==> src/rtl/mips_mem_pkg.sv <==
// Shared definitions for the unified instruction/data memory arbiter.
//   arb_state_t  : arbiter FSM states (IDLE, BUSY_I, BUSY_D)
//   SEL_IF/SEL_DM: port-select encoding produced by the priority logic
//   STARVE_CNT_W : width of the fetch-starvation counter
package mips_mem_pkg;

  localparam int STARVE_CNT_W = 4;

  typedef enum logic [1:0] {
    IDLE   = 2'd0,
    BUSY_I = 2'd1,
    BUSY_D = 2'd2
  } arb_state_t;

  localparam logic SEL_IF = 1'b0;
  localparam logic SEL_DM = 1'b1;

endpackage

==> src/rtl/mem_arb_prio.sv <==
// Combinational winner selection for the memory arbiter.
// Ports:
//   if_req, dm_req  : raw requests from fetch and memory stage
//   if_ack, dm_ack  : current acknowledge pulses (a port is not eligible
//                     in its own ack cycle)
//   starve_cnt      : consecutive data grants made while a fetch waited
//   gnt_vld         : some port is eligible
//   gnt_sel         : winning port (SEL_IF / SEL_DM)
// Parameter STARVE_MAX: starvation threshold at which the fetch wins.
module mem_arb_prio
  import mips_mem_pkg::*;
#(
  parameter int STARVE_MAX = 4
) (
  input  logic                    if_req,
  input  logic                    dm_req,
  input  logic                    if_ack,
  input  logic                    dm_ack,
  input  logic [STARVE_CNT_W-1:0] starve_cnt,
  output logic                    gnt_vld,
  output logic                    gnt_sel
);

  logic if_elig;
  logic dm_elig;
  logic starved;

  always_comb begin
    if_elig = if_req & ~if_ack;
    dm_elig = dm_req & ~dm_ack;
    starved = (starve_cnt == STARVE_CNT_W'(STARVE_MAX));
    gnt_vld = if_elig | dm_elig;
    // Data is older in the pipeline and normally wins, except when the
    // fetch has waited through STARVE_MAX data grants.
    gnt_sel = SEL_IF;
    if (dm_elig && !(starved && if_elig)) begin
      gnt_sel = SEL_DM;
    end
  end

endmodule

==> src/rtl/mem_arbiter.sv <==
// Arbiter for the single-port unified instruction/data memory shared by
// the fetch stage (if_*) and the memory stage (dm_*). One access at a time;
// the winner gets a registered read-data word and a one-cycle ack.
// Ports:
//   clk, reset                   : clock, synchronous active-high reset
//   if_req/if_addr               : fetch request and byte address
//   if_rdata/if_ack              : fetched word and completion pulse
//   dm_req/dm_we/dm_addr/dm_wdata: load/store request
//   dm_rdata/dm_ack              : load data and completion pulse
//   mem_en/mem_w/mem_addr/mem_wdata : registered memory-side controls
//   mem_rdata                    : memory read data
//   mem_ready                    : memory completion, used only when
//                                  MEM_WAIT_EN is defined
// Build option MEM_WAIT_EN: accesses stay busy until mem_ready is sampled
// high; otherwise every access takes exactly one mem_en cycle.
module mem_arbiter
  import mips_mem_pkg::*;
#(
  parameter int STARVE_MAX = 4
) (
  input  logic        clk,
  input  logic        reset,
  input  logic        if_req,
  input  logic [31:0] if_addr,
  output logic [31:0] if_rdata,
  output logic        if_ack,
  input  logic        dm_req,
  input  logic        dm_we,
  input  logic [31:0] dm_addr,
  input  logic [31:0] dm_wdata,
  output logic [31:0] dm_rdata,
  output logic        dm_ack,
  output logic        mem_en,
  output logic        mem_w,
  output logic [31:0] mem_addr,
  output logic [31:0] mem_wdata,
  input  logic [31:0] mem_rdata,
  input  logic        mem_ready
);

  arb_state_t              state;
  arb_state_t              state_nxt;
  logic                    gnt_vld;
  logic                    gnt_sel;
  logic                    do_grant;
  logic                    done;
  logic                    access_done;
  logic [STARVE_CNT_W-1:0] starve_cnt;
  logic [STARVE_CNT_W-1:0] starve_nxt;

  function automatic logic [STARVE_CNT_W-1:0] sat_inc(
    input logic [STARVE_CNT_W-1:0] v
  );
    if (v == STARVE_CNT_W'(STARVE_MAX)) return v;
    return v + 1'b1;
  endfunction

  mem_arb_prio #(
    .STARVE_MAX (STARVE_MAX)
  ) u_prio (
    .if_req     (if_req),
    .dm_req     (dm_req),
    .if_ack     (if_ack),
    .dm_ack     (dm_ack),
    .starve_cnt (starve_cnt),
    .gnt_vld    (gnt_vld),
    .gnt_sel    (gnt_sel)
  );

`ifdef MEM_WAIT_EN
  assign access_done = mem_ready;
`else
  logic unused_mem_ready;
  assign unused_mem_ready = mem_ready;
  assign access_done      = 1'b1;
`endif

  always_comb begin
    state_nxt  = state;
    do_grant   = 1'b0;
    done       = 1'b0;
    starve_nxt = starve_cnt;
    unique case (state)
      IDLE: begin
        if (gnt_vld) begin
          do_grant  = 1'b1;
          state_nxt = (gnt_sel == SEL_DM) ? BUSY_D : BUSY_I;
        end
      end
      BUSY_I, BUSY_D: begin
        if (access_done) begin
          done      = 1'b1;
          state_nxt = IDLE;
        end
      end
      default: state_nxt = IDLE;
    endcase
    // Count data grants only while a fetch is actually waiting.
    if ((do_grant && gnt_sel == SEL_IF) || !if_req) begin
      starve_nxt = '0;
    end else if (do_grant && gnt_sel == SEL_DM) begin
      starve_nxt = sat_inc(starve_cnt);
    end
  end

  // Grant stage: latch the winner into mem_*; completion stage: capture
  // read data and pulse the ack one cycle after the access ends.
  always_ff @(posedge clk) begin
    if (reset) begin
      state      <= IDLE;
      mem_en     <= 1'b0;
      mem_w      <= 1'b0;
      mem_addr   <= '0;
      mem_wdata  <= '0;
      if_ack     <= 1'b0;
      dm_ack     <= 1'b0;
      if_rdata   <= '0;
      dm_rdata   <= '0;
      starve_cnt <= '0;
    end else begin
      state      <= state_nxt;
      starve_cnt <= starve_nxt;
      if_ack     <= 1'b0;
      dm_ack     <= 1'b0;
      if (do_grant) begin
        mem_en   <= 1'b1;
        mem_w    <= (gnt_sel == SEL_DM) && dm_we;
        mem_addr <= (gnt_sel == SEL_DM) ? dm_addr : if_addr;
        if (gnt_sel == SEL_DM) begin
          mem_wdata <= dm_wdata;
        end
      end else if (done) begin
        mem_en <= 1'b0;
        mem_w  <= 1'b0;
        if (state == BUSY_I) begin
          if_rdata <= mem_rdata;
          if_ack   <= 1'b1;
        end else begin
          dm_ack <= 1'b1;
          // A store leaves the last load result in place.
          if (!mem_w) begin
            dm_rdata <= mem_rdata;
          end
        end
      end
    end
  end

endmodule

==> config.mk <==
export PLATFORM = sky130hd
export DESIGN_NAME = mem_arbiter
export DESIGN_NICKNAME = d
export VERILOG_FILES = /design/src/rtl/mips_mem_pkg.sv /design/src/rtl/mem_arb_prio.sv /design/src/rtl/mem_arbiter.sv
export SDC_FILE = /design/constraint.sdc
export NUM_CORES = 1
export LEC_CHECK = 0
export BUFFER_PORTS_ARGS = -buffer_cell sky130_fd_sc_hd__buf_2
export CORE_ASPECT_RATIO = 0.5
export CORE_MARGIN = 1
export CORE_UTILIZATION = 30
export DETAILED_ROUTE_END_ITERATION = 16
export PLACE_DENSITY = 0.6
export SKIP_CTS_REPAIR_TIMING = 1
export SYNTH_ARGS = -nofsm -noshare
export SYNTH_HDL_FRONTEND = slang
export SYNTH_HIERARCHICAL = 1
export SYNTH_SLANG_ARGS = --single-unit
==> constraint.sdc <==
create_clock -name clk -period 1.8 [get_ports clk]
set_input_delay 0.36 -clock clk [delete_from_list [all_inputs] [get_ports clk]]
set_output_delay 0.36 -clock clk [all_outputs]
set_load 0.02 [all_outputs]
# Yosys cells after proc, flatten, opt, wreduce, memory -nomap -nowiden
# Index checks and enable logic that the tools add are counted.
[word_totals] wordCells=59 output_inout_bits=132 input_bits=134 regBits=138
[op_classes] reduce_logical=18 addsub=1 bitwise=11 n_eq_ne=4 mux=15
[op_table] op="32-bit 2-to-1 mux" count=1
[op_table] op="1-bit 2-to-1 mux" count=12
[op_table] op="1-bit inverter" count=8
[op_table] op="2-bit OR reduction" count=3
[op_table] op="1-bit logical AND" count=5
[op_table] op="4-bit by 1-bit adder with 4-bit output, second input constant" count=1
[op_table] op="4-bit by 3-bit == test with 1-bit output, second input constant" count=1
[op_table] op="4-bit 2-to-1 mux" count=1
[op_table] op="2-bit AND reduction" count=2
[op_table] op="4-bit AND reduction" count=1
[op_table] op="3-bit AND reduction" count=1
[op_table] op="3-bit OR reduction" count=1
[op_table] op="1-bit AND" count=2
[op_table] op="2-bit by 1-bit == test with 1-bit output, second input constant" count=1
[op_table] op="2-bit == test, second input constant" count=1
[op_table] op="1-bit zero test" count=2
[op_table] op="2-bit zero test" count=1
[op_table] op="2-bit 2-to-1 mux" count=1
[op_table] op="2-bit inequality test, second input constant" count=1
[op_table] op="2-bit nonzero test" count=1
[op_table] op="1-bit logical OR" count=1
[op_table] op="1-bit bitwise OR" count=1

# Depth between registers and ports, before layout
[logic_depth] word_depth=12 mapped_depth=8 mapped_depth_nobuf=5

# Cells and area by module
# Netlist, hierarchy kept.
[by_module_without_submodules] mod="mem_arbiter" seq_area_each_um2=2762.6 area_each_um2=5302.6 cells_per_inst=587 instances=1
[by_module_without_submodules] mod="mem_arb_prio" seq_area_each_um2=0.0 area_each_um2=40.0 cells_per_inst=6 instances=1

# Worst setup path before layout
# Ideal clock, no wire load.
[synth_timing] kind="reg-to-reg" start="reg if_ack" end="reg starve_cnt[3]" setup_time_ns=0.071 period_less_slack_ns=1.707 path_buffers=1 path_stages_with_launch=7 t_arrival_ns=1.636 setup_slack_ns=0.093 path_cell_list="dfxtp_1 and4bb_1 a21oi_2 buf_4 nand3_2 or4_1 a21oi_1"
[synth_between] elab_chain_len=10 word_cells_on_any_way=15 cone_classes="mux: 3; bitwise: 4; reduce/logical: 8"
[synth_lines] item="start, declared" line_no="mem_arbiter.sv:26" text="output logic if_ack,"
[synth_lines] item="start signal, assigned" line_no="mem_arbiter.sv:115" text="if_ack <= 1'b0;"
[synth_lines] item="start signal, assigned" line_no="mem_arbiter.sv:123" text="if_ack <= 1'b0;"
[synth_lines] item="start signal, assigned" line_no="mem_arbiter.sv:137" text="if_ack <= 1'b1;"
[synth_lines] item="1-bit inverter (*)" line_no="mem_arb_prio.sv:29" text="if_elig = if_req & ~if_ack;"
[synth_lines] item="1-bit AND (*)" line_no="mem_arb_prio.sv:29"
[synth_lines] item="1-bit logical AND (*)" line_no="mem_arb_prio.sv:36" text="if (dm_elig && !(starved && if_elig)) begin"
[synth_lines] item="1-bit zero test (*)" line_no="mem_arb_prio.sv:36"
[synth_lines] item="1-bit logical AND (*)" line_no="mem_arb_prio.sv:36"
[synth_lines] item="1-bit 2-to-1 mux (*)" line_no="mem_arb_prio.sv:36"
[synth_lines] item="named net gnt_sel" line_no="mem_arbiter.sv:44" text="logic gnt_sel;"
[synth_lines] item="1-bit inverter" line_no="mem_arbiter.sv:99" text="if ((do_grant && gnt_sel == SEL_IF) || !if_req) begin"
[synth_lines] item="1-bit logical AND" line_no="mem_arbiter.sv:99"
[synth_lines] item="1-bit logical OR" line_no="mem_arbiter.sv:99"
[synth_lines] item="2-bit OR reduction (no line)"
[synth_lines] item="end signal, assigned" line_no="mem_arbiter.sv:122" text="starve_cnt <= starve_nxt;"
[synth_lines] item="end, declared" line_no="mem_arbiter.sv:48" text="logic [STARVE_CNT_W-1:0] starve_cnt;"
# The timed path passes the listed nets; every way through them passes the cells marked *.
# A chain may end at the register's enable or synchronous reset.

# Worst setup path after layout
[layout_timing] start="reg starve_cnt[3]" end="reg starve_cnt[3]"
[layout_between] elab_chain_len=9 word_cells_on_any_way=17 cone_classes="add/sub: 1; eq/ne: 2; mux: 5; bitwise: 1; reduce/logical: 8"
[layout_lines] item="4-bit by 3-bit == test with 1-bit output (*)" line_no="mem_arb_prio.sv:31" text="starved = (starve_cnt == STARVE_CNT_W'(STARVE_MAX));"
[layout_lines] item="1-bit logical AND (*)" line_no="mem_arb_prio.sv:36"
[layout_lines] item="1-bit zero test (*)" line_no="mem_arb_prio.sv:36"
[layout_lines] item="1-bit logical AND (*)" line_no="mem_arb_prio.sv:36"
[layout_lines] item="1-bit 2-to-1 mux (*)" line_no="mem_arb_prio.sv:36"
[layout_lines] item="named net gnt_sel" line_no="mem_arbiter.sv:44"
[layout_lines] item="1-bit inverter" line_no="mem_arbiter.sv:99"
[layout_lines] item="1-bit logical AND" line_no="mem_arbiter.sv:99"
[layout_lines] item="1-bit logical OR" line_no="mem_arbiter.sv:99"
[layout_lines] item="2-bit OR reduction (no line)"
# The timed path passes the listed nets; every way through them passes the cells marked *. The select of a mux whose other input is x is not followed.

==> results.ini <==
[yosys]
synthFlopType=dfxtp_1
syn_area_um2=5343
syn_nets=731
synth_cell_types=31
postSynthAreaPerCell_um2=9.009
ys_ff_latch=138
synth_most_common_cell=dfxtp_1
ys_seq_area_share_pct=51.71
ys_top_cells_by_area=dfxtp_1, mux2i_1, a21oi_1, nor2_1, nand2_1
syn-instance-count=593
synth_area_leader_cell=dfxtp_1
yosysTopAreaCellShare_pct=51.71
synth_edf_count=0
yosys-top-cells-count=dfxtp_1, a21oi_1, nor2_1, mux2i_1, nand2_1
yosys_warnings=6
synthArstFlopShare_pct=0

[run_status]
status=finished, final reports clean

[worst_setup_path]
required_ps=2140
r2r-start=starve_cnt[3]
path_cells=and4bb_1, a21oi_4, nand3_2, or4_1, a21oi_1
cp_top_family=simple AND/OR/NAND/NOR gates
reg2reg_to=starve_cnt[3]
crit_fanout=5
arrival_ps=2030
cpMaxStageDelayCell=or4_1
crit_path_start=starve_cnt[3]
critPathLaunchType=flip-flop
worstRegToRegCells=5
r2r_slack_ps=110
cp_slowest_stage_delay_ps=520
criticalPathCategory=flip-flop to flip-flop
crit_buf_inv=0
worstSetupEndpointType=flip-flop

[floorplan]
io_pins=266
initial_core_util_pct=30.71
fp.dieH_um=96.37
die_w_um=190.7
core_area_um2=17400
die_area_um2=18380
rows=34

[final_layout]
final_net_count=987
areaGrowthSynthToFinish_pct=43.61
antennaDiodeCount=0
fillCellCount=1772
layout-drive-gt1-share_pct=38.21

[timing]
fin_skew_ps=12.91
hold_violations=0
whs_ps=181.3
max_slew_margin_pct=62.05
finalSetupViolCount=0
fin_crit_sh_pct=93.76
finalMaxSlewViolations=0
max_slew.worst_pin.slew_ps=569.3
fmax_mhz=592.5
rsz0062_at_grt=no
period_needed_ps=1688

[detailed_routing]
vias=5009
wl_per_cell_um=13.74
antenna_left=0
vias_per_cell=4.574
drc=0
wl_um=15050
dr.pass1.iters=4
first_iter_violations=174

[global_routing]
grt_max_degree=41
grt_pass1_vias=4489
grt_pass1_wl_um=22570
antenna_found_initial=0
grt_overflow=0
grt_usage_pct=15.63

[power_and_ir_drop]
ir_drop_v=0.0007279
powerDensity_nw_per_um2=1139
fin_total_pwr_uw=8737
p_leak_uw=0.003544

[clocking]
clock_latency_ps=410
clock_sinks=138
cts_tree=yes
cts_root_buffer=clkbuf_16
cts_buffers=17
clk_pin_slew_ps=60
htreeDepth=4
cts_buffer_depth=2

[hold_path]
hold_depth=3
holdCritPathClass=primary input to flip-flop
hold_start=dm_wdata[24]
hold_end=mem_wdata[24]

[job]
max-cap-violations=0

[placement]
place.gp.congestion=0.7579
port_buffers=264
hpwlAfterDp_um=10480

-- final cells by class --
type	instances	area [um^2]	area share [%]
clock buffers	18	439.2	5.724
repair buffers	288	1634	21.30
well taps	234	292.8	3.816
flip-flops and latches	138	2763	36.01
multi-input cells	398	2354	30.68
clock inverters	13	167.7	2.185
inverters	6	22.52	0.2935
-- routing by layer --
metal | vias up | GRT usage (%) | share of wire [%]
li1 | 2573 | - | -
met1 | 2321 | 18.42 | 44
met2 | 98 | 28.18 | 50
met3 | 17 | 3.864 | 4.3
met4 | 0 | 4.933 | 1.3
met5 | - | 0 | 0
-- per-stage QoR --
| step | cell area [um^2] | setup slack (ps) | util (%) | instances | TNS (ps) |
|---|---|---|---|---|---|
| 2_1_floorplan | 5343 | 93.21 | - | 593 | 0 |
| 3_3_place_gp | 7002 | 30.49 | 40.24 | 1061 | 0 |
| 3_5_place_dp | 7002 | -23.59 | 40.24 | 1061 | -154.9 |
| 4_1_cts | 7609 | -20.35 | 43.73 | 1092 | -43.49 |
| 5_1_grt | 7672 | 2.323 | 44.10 | 1095 | 0 |
| 6_report | 7672 | 112.3 | 44.10 | 1095 | 0 |
-- power by group --
part | internal (uW) | switching, uW | total, uW
registers | 3310 | 110 | 3420
logic | 671 | 1030 | 1710
clock network | 2220 | 1390 | 3610
-- how the worst max path moves through the flow --
stage	slack, ps	end	cells after the start
final	110	starve_cnt[3]	5
after global placement	30	dm_rdata[7]	7
after detailed placement	-20	dm_rdata[13]	7
after floorplan	90	starve_cnt[3]	6
after CTS	-20	dm_rdata[1]	5
after global routing	2	starve_cnt[3]	5
-- state kept, by name (all words and copies together) (netlist names) --
name / flops
dm_ack: 1
dm_rdata: 32
if_ack: 1
if_rdata: 32
mem_addr: 32
mem_en: 1
mem_w: 1
mem_wdata: 32
starve_cnt: 4
state: 2
-- cells by family after synthesis --
logic type	after synthesis	synth area share (%)
compound gates	143	15.15
fa+ha+maj	4	0.9368
buf+inv	57	4.918
flops	138	51.71
mux	66	12.39
simple gates	185	14.89
-- worst reg2reg max path, cell delays in order, from the launching register on --
cell and delay (ps):
dfxtp_1 380, and4bb_1 260, a21oi_4 200, nand3_2 120, or4_1 520, a21oi_1 150
-- layout by cell type (no fill, tap or decap), drive strengths merged --
master	synthesis	routed
buf	31	287
dfxtp	138	138
a21oi	71	71
nor2	68	68
mux2i	65	65
nand2	65	65
o21ai	37	37
nand3	37	37
a211oi	32	32
clkbuf	20	19
inv	6	8
clkinv	0	6
ha	4	4
nand2b	3	3
bufinv	0	3
nand3b	2	2
clkinvlp	0	2
a21boi	1	1
a21bo	1	1
or2	1	1
and2	1	1
and3	1	1
mux2	1	1
and3b	1	1
o31ai	1	1
or3	1	1
nor2b	1	1
nor3b	1	1
nor3	1	1
or4	1	1
and4bb	1	1
(Power assumes the default switching activity.)
